--- config.mk ---
export PLATFORM = sky130hd
export DESIGN_NAME = trng_postproc_flat
export DESIGN_NICKNAME = d
export VERILOG_FILES = /design/src/rtl/trng_postproc_if.sv /design/src/rtl/trng_postproc.sv /design/src/flat_wrapper.sv
export SDC_FILE = /design/constraint.sdc
export NUM_CORES = 1
export LEC_CHECK = 0
export CORE_MARGIN = 2
export CORE_UTILIZATION = 56
export DETAILED_ROUTE_END_ITERATION = 10
export PLACE_DENSITY = 0.78
export SYNTH_ARGS = -nofsm -noshare
export SYNTH_HDL_FRONTEND = slang
export SYNTH_SLANG_ARGS = --single-unit
--- constraint.sdc ---
create_clock -name clk -period 2.4 [get_ports clk]
set_input_delay 0.36 -clock clk [delete_from_list [all_inputs] [get_ports clk]]
set_output_delay 0.36 -clock clk [all_outputs]
set_load 0.005 [all_outputs]
--- src/rtl/trng_postproc_if.sv ---
// Raw-bit input and packed-byte output signals of the TRNG post-processor.
// Handshake: a byte moves on a rising edge where byte_valid & byte_ready; byte_out holds while byte_valid & ~byte_ready.
interface trng_postproc_if;
  logic       raw_bit;
  logic       raw_valid;
  logic [7:0] byte_out;
  logic       byte_valid;
  logic       byte_ready;
  logic       health_fail;

  modport master (
    output raw_bit,
    output raw_valid,
    output byte_ready,
    input  byte_out,
    input  byte_valid,
    input  health_fail
  );

  modport slave (
    input  raw_bit,
    input  raw_valid,
    input  byte_ready,
    output byte_out,
    output byte_valid,
    output health_fail
  );
endinterface

--- src/rtl/trng_postproc.sv ---
// TRNG post-processing: repetition-count health test, von Neumann debiasing,
// byte packing with a one-deep hold buffer, and a valid/ready byte output.
module trng_postproc #(
  parameter int unsigned REP_LIMIT = 16
) (
  input logic            clk,
  input logic            rst,
  input logic            en,
  trng_postproc_if.slave bus
);

  localparam logic [7:0] LIMIT = 8'(REP_LIMIT);

  logic [7:0] rep_cnt;
  logic       last_bit;
  logic       phase;
  logic       first_bit;
  logic [7:0] pk_data;
  logic [2:0] pk_cnt;
  logic       pk_full;
  logic [7:0] byte_q;
  logic       valid_q;
  logic       fail_q;

  logic       accept;
  logic [7:0] rep_next;
  logic       fail_now;
  logic       emit;
  logic       out_free;
  logic [7:0] pk_next;

  assign accept   = en & bus.raw_valid & ~fail_q;
  assign fail_now = accept & (rep_next == LIMIT);
  // Second bit of a pair that differs from the first: the first bit is the output (10 -> 1, 01 -> 0).
  assign emit     = accept & ~fail_now & phase & (first_bit != bus.raw_bit);
  assign out_free = ~valid_q | bus.byte_ready;
  assign pk_next  = {pk_data[6:0], first_bit};

  always_comb begin
    rep_next = 8'd1;
    if ((rep_cnt != 8'd0) && (bus.raw_bit == last_bit)) begin
      rep_next = (rep_cnt == LIMIT) ? rep_cnt : rep_cnt + 8'd1;
    end
  end

  always_ff @(posedge clk) begin
    if (rst) begin
      rep_cnt   <= 8'd0;
      last_bit  <= 1'b0;
      phase     <= 1'b0;
      first_bit <= 1'b0;
      pk_data   <= 8'd0;
      pk_cnt    <= 3'd0;
      pk_full   <= 1'b0;
      byte_q    <= 8'd0;
      valid_q   <= 1'b0;
      fail_q    <= 1'b0;
    end else if (fail_now) begin
      // Failure flushes everything downstream; the failing bit never reaches the corrector.
      fail_q  <= 1'b1;
      rep_cnt <= rep_next;
      phase   <= 1'b0;
      pk_data <= 8'd0;
      pk_cnt  <= 3'd0;
      pk_full <= 1'b0;
      byte_q  <= 8'd0;
      valid_q <= 1'b0;
    end else begin
      if (accept) begin
        rep_cnt  <= rep_next;
        last_bit <= bus.raw_bit;
        phase    <= ~phase;
        if (!phase) first_bit <= bus.raw_bit;
      end else if (!en) begin
        phase <= 1'b0;
      end

      if (valid_q && bus.byte_ready) valid_q <= 1'b0;

      // While a byte is held, newly corrected bits are dropped.
      if (pk_full) begin
        if (out_free) begin
          byte_q  <= pk_data;
          valid_q <= 1'b1;
          pk_full <= 1'b0;
          pk_cnt  <= 3'd0;
        end
      end else if (emit) begin
        if (pk_cnt == 3'd7) begin
          pk_cnt <= 3'd0;
          if (out_free) begin
            byte_q  <= pk_next;
            valid_q <= 1'b1;
          end else begin
            pk_data <= pk_next;
            pk_full <= 1'b1;
          end
        end else begin
          pk_data <= pk_next;
          pk_cnt  <= pk_cnt + 3'd1;
        end
      end
    end
  end

  assign bus.byte_out    = byte_q;
  assign bus.byte_valid  = valid_q;
  assign bus.health_fail = fail_q;

endmodule

--- src/flat_wrapper.sv ---
// flat-port wrapper written by rule: the top's interface ports become plain ports
module trng_postproc_flat 
#(
  parameter int unsigned REP_LIMIT = 16
)
  (clk, rst, en, bus_raw_bit, bus_raw_valid, bus_byte_ready, bus_byte_out, bus_byte_valid, bus_health_fail);
  trng_postproc_if bus_i ();
  input logic clk;
  input logic rst;
  input logic en;
  input wire logic [$bits(bus_i.raw_bit)-1:0] bus_raw_bit;
  input wire logic [$bits(bus_i.raw_valid)-1:0] bus_raw_valid;
  input wire logic [$bits(bus_i.byte_ready)-1:0] bus_byte_ready;
  output wire logic [$bits(bus_i.byte_out)-1:0] bus_byte_out;
  output wire logic [$bits(bus_i.byte_valid)-1:0] bus_byte_valid;
  output wire logic [$bits(bus_i.health_fail)-1:0] bus_health_fail;
  assign bus_i.raw_bit = bus_raw_bit;
  assign bus_i.raw_valid = bus_raw_valid;
  assign bus_i.byte_ready = bus_byte_ready;
  assign bus_byte_out = bus_i.byte_out;
  assign bus_byte_valid = bus_i.byte_valid;
  assign bus_health_fail = bus_i.health_fail;
  trng_postproc #(.REP_LIMIT(REP_LIMIT)) u_core (.clk(clk), .rst(rst), .en(en), .bus(bus_i));
endmodule
# After elaboration in Yosys (flattened, before gate mapping)
# Index checks and enable logic that the tools add are counted.
dict set report totals {
  register_bits 33
}
dict set report op_classes {
  eq_ne 9
  n_addsub 2
  muxes 26
  n_bitwise 12
  n_reduce_logical 12
}
# cell n
set ops {}
lappend ops {{$mux W8} 11}
lappend ops {{$eq A8 B5 Y1 const B} 2}
lappend ops {{$mux W3} 4}
lappend ops {{$mux W1} 11}
lappend ops {{$add A8 B1 Y8 const B} 1}
lappend ops {{$reduce_bool A8 Y1} 1}
lappend ops {{$and A1 B1 Y1} 6}
lappend ops {{$ne A2 B2 Y1 const B} 3}
lappend ops {{$reduce_and A3 Y1} 2}
lappend ops {{$reduce_bool A2 Y1} 3}
lappend ops {{$not A1 Y1} 5}
lappend ops {{$reduce_and A2 Y1} 2}
lappend ops {{$reduce_and A4 Y1} 1}
lappend ops {{$add A3 B1 Y3 const B} 1}
lappend ops {{$eq A3 B3 Y1 const B} 1}
lappend ops {{$logic_and A1 B1 Y1} 2}
lappend ops {{$ne A2 B1 Y1 const B} 1}
lappend ops {{$reduce_or A2 Y1} 1}
lappend ops {{$eq A1 B1 Y1} 1}
lappend ops {{$ne A1 B1 Y1} 1}
lappend ops {{$or A1 B1 Y1} 1}

# Longest topological paths before layout
# Gate-level depths: netlist (run 1).
dict set report logic_depth {
  ltp_word 11
  depth_mapped 10
  ltp_nobuf 8
}

# Least setup slack after synthesis (run 1)
# Ideal clock, no wire load.
dict set report synth_timing {
  path_type {register -> register}
  start {register u_core.rep_cnt[1]}
  end {register u_core.byte_q[0] (netlist: u_core.bus.byte_out[0])}
  path_slack_ns 0.234
  period_less_slack_ns 2.166
  t_required_ns 2.261
  t_arrival_ns 2.027
  stages_incl_launch_ff 8
  cell_sequence {dfxtp_1 ha_1 nand2_1 or3_1 and4_1 o2111a_2 o31ai_4 a211oi_1}
}
dict set report synth_via {
  elab_chain_cells 11
}
# element line
set synth_rtl {}
lappend synth_rtl {{start, declared} trng_postproc.sv:14} ;# logic [7:0] rep_cnt;
lappend synth_rtl {{start signal, assigned} trng_postproc.sv:61} ;# rep_cnt <= rep_next;
lappend synth_rtl {{start signal, assigned} trng_postproc.sv:70} ;# rep_cnt <= rep_next;
lappend synth_rtl {{$add A8 B1 Y8, or another cell as far along} trng_postproc.sv:42} ;# rep_next = (rep_cnt == LIMIT) ? rep_cnt : rep_cnt + 8'd1;
lappend synth_rtl {{$mux W8 or $logic_and A1 B1 Y1 (tied branches)} {trng_postproc.sv:42, trng_postproc.sv:41}}
lappend synth_rtl {{$mux W8 *} trng_postproc.sv:41} ;# if ((rep_cnt != 8'd0) && (bus.raw_bit == last_bit)) begin
lappend synth_rtl {{$eq A8 B5 Y1 *} trng_postproc.sv:33} ;# assign fail_now = accept & (rep_next == LIMIT);
lappend synth_rtl {{$and A1 B1 Y1 *} trng_postproc.sv:33}
lappend synth_rtl {{$not A1 Y1} trng_postproc.sv:35} ;# assign emit = accept & ~fail_now & phase & (first_bit != bus.raw_bit);
lappend synth_rtl {{$and A1 B1 Y1 (3 in a row)} trng_postproc.sv:35}
lappend synth_rtl {{$ne A2 B2 Y1 (no line) or $reduce_bool A2 Y1 (tied branches)} --}
lappend synth_rtl {{$reduce_and A4 Y1 (no line)} --}
lappend synth_rtl {{end signal, assigned} trng_postproc.sv:83} ;# byte_q <= pk_data;
lappend synth_rtl {{end signal, assigned} trng_postproc.sv:92} ;# byte_q <= pk_next;
lappend synth_rtl {{end, declared} trng_postproc.sv:21} ;# logic [7:0] byte_q;
# Mark *: on every way between the ends. The rest lies on a longest branch, timed or not.
# A chain may end at the register's enable or synchronous reset.

# Worst setup path after layout (run 1)
dict set report layout_timing {
  start {register u_core.rep_cnt[1]}
  end {register u_core.pk_cnt[0]}
}
dict set report layout_via {
  elab_chain_cells 11
}
# element line
set layout_rtl {}
lappend layout_rtl {{$add A8 B1 Y8, or another cell as far along} trng_postproc.sv:42}
lappend layout_rtl {{$mux W8 or $logic_and A1 B1 Y1 (tied branches)} {trng_postproc.sv:42, trng_postproc.sv:41}}
lappend layout_rtl {{$mux W8 *} trng_postproc.sv:41}
lappend layout_rtl {{$eq A8 B5 Y1 *} trng_postproc.sv:33}
lappend layout_rtl {{$and A1 B1 Y1 *} trng_postproc.sv:33}
lappend layout_rtl {{$not A1 Y1} trng_postproc.sv:35}
lappend layout_rtl {{$and A1 B1 Y1 (3 in a row)} trng_postproc.sv:35}
lappend layout_rtl {{$reduce_bool A2 Y1 (no line)} --}
lappend layout_rtl {{$reduce_and A2 Y1 (no line)} --}
lappend layout_rtl {{end signal, assigned} trng_postproc.sv:100} ;# pk_cnt <= pk_cnt + 3'd1;
lappend layout_rtl {{end, declared} trng_postproc.sv:19} ;# logic [2:0] pk_cnt;
# Marked as above.

==> results of run 1 <==
-- layer usage --
layer,GRT usage (%),routed length [µm],vias to the layer above
li1,-,-,817
met1,38.2,1930,785
met2,38.0,1910,51
met3,6.28,245,7
met4,9.52,61,0
met5,0,0,-
-- worst max-delay path, delay by kind of cell (launching register included) --
| family | cells | cell delay, ns |
|---|---|---|
| AOI/OAI and AO/OA | 3 | 0.86 |
| adders and majority gates | 1 | 0.24 |
| DFF | 1 | 0.43 |
| and+or+nand+nor | 3 | 0.64 |
-- flip-flops by register name (all words and copies together) (netlist names) --
signal                  count
u_core.bus.byte_out         8
u_core.bus.byte_valid       1
u_core.bus.health_fail      1
u_core.first_bit            1
u_core.last_bit             1
u_core.phase                1
u_core.pk_cnt               3
u_core.pk_data              8
u_core.pk_full              1
u_core.rep_cnt              8
-- cells in the mapped netlist, drive strengths merged, types with 3 or more instances --
cell type  count
dfxtp         33
a21oi         22
nand2         15
nand3         15
o21ai         15
nor2          14
clkbuf         9
mux2i          9
a211oi         8
a221oi         8
buf            6
ha             4
a21o           3
a22oi          3
inv            3
nand2b         3
nor3           3
o311ai         3
or3            3
xor2           3
-- through the flow --
stage | instance area [µm²] | hold slack (ns) | std cells | setup slack [ns]
floorplan | 1740 | 0.454 | 205 | 0.234
global placement | 2040 | 0.462 | 259 | 0.0235
detailed placement | 2040 | 0.481 | 259 | -0.0650
CTS | 2090 | 0.496 | 267 | 0.100
global route | 2090 | 0.532 | 267 | 0.0115
finish | 2090 | 0.494 | 267 | 0.122
-- worst min path at each step --
stage	from	endpoint	cells after the start
final	u_core.pk_data[7]	u_core.pk_data[7]	2
after global routing	u_core.last_bit	u_core.last_bit	2
after CTS	u_core.pk_data[7]	u_core.pk_data[7]	2
after detailed placement	u_core.pk_data[7]	u_core.pk_data[7]	2
after global placement	u_core.pk_data[7]	u_core.pk_data[7]	2
after floorplan	u_core.pk_data[7]	u_core.pk_data[7]	2
-- cell type report --
cell class / instances / area, µm²
clock buffer: 5 / 37.5
clock inverter: 3 / 17.5
fill: 244 / 912
inverter: 3 / 11.3
multi-input combinational: 154 / 1000
sequential: 33 / 661
tap: 33 / 41.3
timing repair buffer: 36 / 320
-- logic make-up (layout without fill, tap and decap cells) --
logic type,count (synthesis),after routing
AOI/OAI and AO/OA,69,69
xor gates and xnor gates,5,5
adders and majority gates,4,4
buffers and inverters,18,47
DFF,33,33
muxes,10,10
and+or+nand+nor,66,66
-- power by group through the flow --
stage	sequential [mW]	clock (mW)	combinational, mW
after detailed placement	0.568	0	0.0679
final	0.556	0.311	0.0696
after global routing	0.556	0.337	0.0760
after CTS	0.556	0.320	0.0687
after global placement	0.568	0	0.0661
after floorplan	0.567	0	0.0406
-- what timing repair did --
item,4_1_cts,5_1_grt
endpoints found under the hold margin,0,0
buffers inserted,0,0
endpoints found under the setup margin,0,6
==> impl_metrics.yaml, run 1 <==
die:
  rows: 20
  die-area_um2: 3580
  initial_core_util_pct: 58.1
  chipHeight_um: 59.8
  num_io_pins: 16
  die_w_um: 59.8
  coreArea_um2: 3000
power_and_ir_drop:
  swShare_pct: 25.8
  combPwrFrac_pct: 7.4
  switchingPower_uw: 241
  pwr-share-seq_pct: 59.4
  power_uw: 936
  p_per_area_nw_per_um2: 448
  static-leakage-power_nw: 0.711
  p_clk_share_pct: 33.2
  vdd_drop_max_v: 0.000353
  p_int_uw: 695
grt:
  grt_max_degree: 25
  grt_pass1_wl_um: 7090
  grt_pass1_vias: 1533
  grt_util_all_layers_pct: 26.4
  grt.overflow.total: 0
  antenna_found_initial: 0
clock_tree:
  cts_buffer_depth: 2
  cts_hold_buf: 0
  ctsResizeCount: 0
  cts_root_buf: "clkbuf_4"
  cts_buffers: 5
  cts.htree.levels: 2
  clk_latency_ns: 0.35
  clock_sinks: 33
  cts.clk_slew.worst_paths_ns: 0.11
  cts_tree: "yes"
drt:
  ant_nets: 0
  first_pass_iters: 4
  viasPerCell: 6.22
  routed_wl_um: 4140
  vias: 1660
  drcViolationCount: 0
  wl_per_cell_um: 15.5
  drt_iter0_markers: 137
worst_setup_path:
  cp_max_fo: 7
  r2r_setup_slack_ns: 0.12
  cp-end-kind: "register"
  r2r-end: "u_core.pk_cnt[0]"
  reg2reg_depth: 7
  worstPathRequired_ns: 2.64
  crit_slowest_cell: "dfxtp_1"
  reg2reg_from: "u_core.rep_cnt[1]"
  path_cells: "ha_1, nand2_1, or3_1, and4_1, o2111a_2, o311ai_0, a21oi_1"
  cp.arrival_ns: 2.52
  start_kind: "register"
  endpoint: "u_core.pk_cnt[0]"
  max_stage_delay_ns: 0.43
  startpoint: "u_core.rep_cnt[1]"
  critPathKind: "register to register"
hold_path:
  hold_path_class: "register to register"
logic_synthesis:
  synthSimpleGateAreaFrac_pct: 19.5
  async_flop_share_pct: 0
  synth.distinct_cells: 42
  synth.area.top_cells: "dfxtp_1 38%, a21oi_1 6.3%, mux2i_1 5.2%, o21ai_0 4.3%, a221oi_1 4.0%"
  syn_nets: 215
  yosysTopAreaCell: "dfxtp_1"
  yosysWarnings: 0
  synthMuxAreaShare_pct: 5.81
  postSynthAreaPerCell_um2: 8.51
  ys_seq_area_share_pct: 37.9
  synth_top_family_by_area: "compound AO/OA/AOI/OAI gates"
  synth_edf_count: 0
  synth-compound-area-share_pct: 26.8
  synth-seq-cells: 33
  syn_area_um2: 1740
  synthCells: 205
  synth_xor_area_share_pct: 2.51
  synthFlopType: "dfxtp_1"
  synth_top_area_share_pct: 37.9
  synth_fa_ha_area_share_pct: 2.87
timing:
  finalMaxSlewViolations: 0
  fin_crit_sh_pct: 94.9
  max_freq_ghz: 0.439
  grt_setup_unrepaired: "false"
  worst_pin_slew_ns: 0.924
  relSlewSlack_pct: 38.3
  finClkSkew_ns: 0.0149
  hold_viol_final: 0
  finalSetupViolCount: 0
  tns_ns: 0
  period_needed_ns: 2.28
cells_and_area:
  diodes: 0
  final_common_cell: "dfxtp_1"
  syn_to_final_growth_pct: 19.9
  num-nets-final: 243
  utilization_pct: 69.6
  drive_gt1_share_pct: 15.8
  layout_common_cells: "33 x dfxtp_1, 22 x a21oi_1, 20 x buf_4"
placement:
  io_buffers: 15
  dpl.hpwl_um: 2960
  gp_congestion: 0.879
run_status:
  status: "complete, no violations"
job:
  maxCapViolations: 0
(Power assumes the default switching activity.)
==> inputs of run 2 (changes only) <==
- CORE_MARGIN: 2 -> default
==> run 2 against run 1 <==
Wire length decreased by 0.22%. Hold slack improved by 0.0087 ns. Power decreased by 1.4%. Critical path type unchanged. Largest cell class unchanged.
==> impl_metrics.yaml, run 2 (synthesis gave the netlist of run 1 again) <==
run_status:
  status: "complete, no violations"
grt:
  grt.overflow.total: 0
  grt_pass1_vias: 1567
  grt_max_degree: 22
  grt_util_all_layers_pct: 26.6
  antenna_found_initial: 0
  grt_pass1_wl_um: 6930
clock_tree:
  post_cts_buffers: 0
  cts.htree.levels: 2
  cts.clk_slew.worst_paths_ns: 0.11
  clock_sinks: 33
  ctsResizeCount: 0
  cts_tree: "yes"
  cts_buffer_depth: 2
  cts_root_buf: "clkbuf_4"
  cts_buffers: 5
  clk_latency_ns: 0.33
  cts_hold_buf: 0
worst_setup_path:
  max_stage_delay_ns: 0.37
  cp.arrival_ns: 2.45
  start_kind: "register"
  cp_max_fo: 9
  critPathKind: "register to register"
  crit_slowest_cell: "dfxtp_1"
  path_cells: "buf_4, nor4_2, nand2_1, mux2_2, o2111a_2, a21o_1, buf_12, a211oi_1"
  worstPathRequired_ns: 2.64
  cp-end-kind: "register"
timing:
  worst_pin_slew_ns: 0.483
  period_needed_ns: 2.21
  finClkSkew_ns: 0.00791
  finalSetupViolCount: 0
  fin_ws_ns: 0.188
  tns_ns: 0
  relSlewSlack_pct: 67.7
  grt_setup_unrepaired: "false"
  finalMaxSlewViolations: 0
  hold_viol_final: 0
  max_freq_ghz: 0.452
  fin_crit_sh_pct: 92.2
drt:
  first_pass_iters: 4
  routed_wl_um: 4130
  ant_nets: 0
  viasPerCell: 6.37
  wl_per_cell_um: 15.7
  drt_iter0_markers: 93
  vias: 1681
  drcViolationCount: 0
cells_and_area:
  final_area_um2: 2100
  register_area_um2: 662
  diodes: 0
  utilization_pct: 73.5
  num-nets-final: 242
  syn_to_final_growth_pct: 20.2
  layout_common_cells: "32 x dfxtp_1, 22 x a21oi_1, 18 x buf_4"
  drive_gt1_share_pct: 15.9
  final_common_cell: "dfxtp_1"
  multiInputGateArea_um2: 1010
  n_fill_cell: 225
job:
  maxCapViolations: 0
placement:
  dpl.hpwl_um: 2980
  dpl-instance-area_um2: 2040
  io_buffers: 15
  place_ws_ns: -0.0555
  gp_congestion: 0.894
hold_path:
  hold_path_class: "register to register"
die:
  die-area_um2: 3340
  rows: 19
  chipHeight_um: 57.8
  initial_core_util_pct: 61.1
  num_io_pins: 16
  coreArea_um2: 2850
  die_w_um: 57.8
power_and_ir_drop:
  p_per_area_nw_per_um2: 440
  power_uw: 923
  static-leakage-power_nw: 0.718
  vdd_drop_max_v: 0.000351
==> run 2: cell count changes in the layout (fill, tap and decap cells not counted), sizes merged <==
cell	change
clkbuf	+1
clkinvlp	-1
buf	-1
==> run 2: per-stage QoR <==
step,hold slack (ns),std cells
floorplan,0.454,205
global placement,0.463,256
detailed placement,0.487,256
CTS,0.502,264
global route,0.521,264
finish,0.502,264
==> run 2: area by class of cell <==
class / count / share of cell area, %
well taps: 31 / 1.85
flip-flops and latches: 33 / 31.6
inverters: 3 / 0.537
multi-input cells: 154 / 48.1
repair buffers: 35 / 15.5
clock inverters: 2 / 0.478
clock buffers: 6 / 1.97
==> run 2: routing by layer <==
layer  GRT usage (%)  up-vias  share of wire (%)
met5               0        -                  0
li1                -      821                  -
met2            41.5       57                 48
met3            5.80        7                5.5
met1            36.1      796                 45
met4            10.2        0                1.1
==> run 2: worst max-delay path, delay by kind of cell (launching register included) <==
kind	cells	cell delay (ns)
buf+inv	2	0.32
flops	1	0.37
compound gates	3	0.62
simple gates	2	0.50
mux	1	0.30
==> run 2: path summary, 6_finish.rpt <==
kind                                         from                endpoint  slack [ns]  depth (start not counted)
worst min-delay path            u_core.pk_data[7]       u_core.pk_data[7]        0.50                          2
worst max-delay path            u_core.rep_cnt[2]  u_core.bus.byte_out[7]        0.19                          8
worst min register to register  u_core.pk_data[7]       u_core.pk_data[7]        0.50                          2
worst max register to register  u_core.rep_cnt[2]  u_core.bus.byte_out[7]        0.19                          8
==> run 2: report_power, final <==
group | total, mW | internal, mW | switching [mW]
sequential | 0.555 | 0.551 | 0.00386
combinational | 0.0687 | 0.0320 | 0.0367
clock | 0.299 | 0.112 | 0.188
total | 0.923 | 0.695 | 0.228
==> inputs of run 3 (changes only) <==
- SLEW_MARGIN: default -> 20
==> results of run 3 <==
Same layout as run 2: the final DEF is identical, and so are final timing and power.
==> variant: new RTL, settings of run 1 <==
Make the reset (`rst`) asynchronous in one clocked block.
--- a/src/rtl/trng_postproc.sv
+++ b/src/rtl/trng_postproc.sv
@@ -43,7 +43,7 @@
     end
   end
 
-  always_ff @(posedge clk) begin
+  always_ff @(posedge clk or posedge rst) begin
     if (rst) begin
       rep_cnt   <= 8'd0;
       last_bit  <= 1'b0;
Behaviour: no difference found for any inputs over 10 cycles, from zero or initial values and one cycle with rst high; that may be too few to reach the edited logic, so the function may still have changed.
==> variant against run 1 <==
The run now ends with negative setup slack left; wire length is 5.3% higher; count of clock-buffer cells in the layout stayed put; synthesized cell count is 8.3% higher; synthesized area is 10% higher; sequential cell count stayed put; sequential share of layout area is 2.8 points higher; setup slack worse by 0.31 ns; utilization is 2.8 points higher; final area is 15% higher; critical path type unchanged.
Power is not compared: it rests on default switching activity, and its combinational part moved more than twofold at a synthesized area within 25%.
==> variant: results (changes against run 1) <==
[sta]
fin_setup_tns_ns=-1.73  ; -1.73 ns
setup_ws_ns=-0.184  ; -0.306 ns
final-setup-viol-count=12  ; +12
fin_skew_ns=0.00741  ; -0.00747 ns
worst_hold_slack_ns=0.406  ; -0.0877 ns

[layout]
sh_seq_area_pct=34.4  ; +2.8 points
layout-drive-gt1-share_pct=21.1  ; +5.3 points
multi_input_area_share_pct=45.0  ; -2.9 points
seqCellArea_sq_um=826  ; +25%
buf_share_pct=13.8  ; -1.5 points
n_all_inverters=13  ; +10
num-nonclk-buffers=37  ; +2.8%

[placement]
dp_hpwl_microns=3060  ; +3.4%
pre_cts_slack_ns=-0.151  ; -0.0859 ns
placed_cells_incl_taps=293  ; +13%

[status]
violations=negative setup slack
status=finished with violations

[global_routing]
grt_use_total_pct=24.0  ; -2.4 points
grt.met2_usage_pct=36.4  ; -1.6 points
grt.met3_usage_pct=4.86  ; -1.4 points
grt_max_degree=34  ; +36%
top_usage_layer=met2

[synth]
syn_nets=232  ; +7.9%
ys_seq_area_share_pct=42.9  ; +5.0 points
synth.avg_cell_area_sq_um=8.67  ; +1.9%
synth.distinct_cells=46  ; +9.5%

[clock_network]
cts_resized=2  ; +2
cts_setup_buffers=1  ; +1

[detailed_routing]
dr.pass1.iters=6  ; +2
num_vias=1792  ; +8.0%
drt-met1-wl_microns=2070  ; +7.3%

[worst_setup_path]
cp_slowest_stage_delay_ns=0.54  ; +0.11 ns
cp_data_arrival_time_ns=2.86  ; +0.34 ns
reg2reg_slack_ns=-0.18  ; -0.31 ns
path_max_fanout=5  ; -2
cp_top_family=simple AND/OR/NAND/NOR gates
r2r-end=u_core.pk_cnt[0]

## variant: cell types whose count changed in the layout (fill, tap and decap cells not counted), moves of 3 or more
| cell | before | now |
|---|---|---|
| a211oi_1 | 7 | 2 |
| dfxtp_1 | 33 | 0 |
| dfrtp_1 | 0 | 33 |
| a22oi_1 | 3 | 7 |
| o311ai_0 | 3 | 0 |
| nand2b_1 | 3 | 7 |
| mux2i_1 | 9 | 2 |
| a221oi_1 | 8 | 1 |
| inv_1 | 3 | 13 |
| nand2_1 | 15 | 21 |
| a21oi_2 | 0 | 5 |
| a21oi_1 | 22 | 18 |
| o21ai_1 | 0 | 7 |
## variant: logic make-up after synthesis
group	Yosys count	synth area share (%)
multiplexers	4	2.21
AO/OA/AOI/OAI	75	24.8
adder cells (fa/ha/maj)	4	2.60
AND/OR/NAND/NOR	78	20.4
flip-flops	33	42.9
XOR/XNOR	4	1.82
buffers and inverters	24	5.26
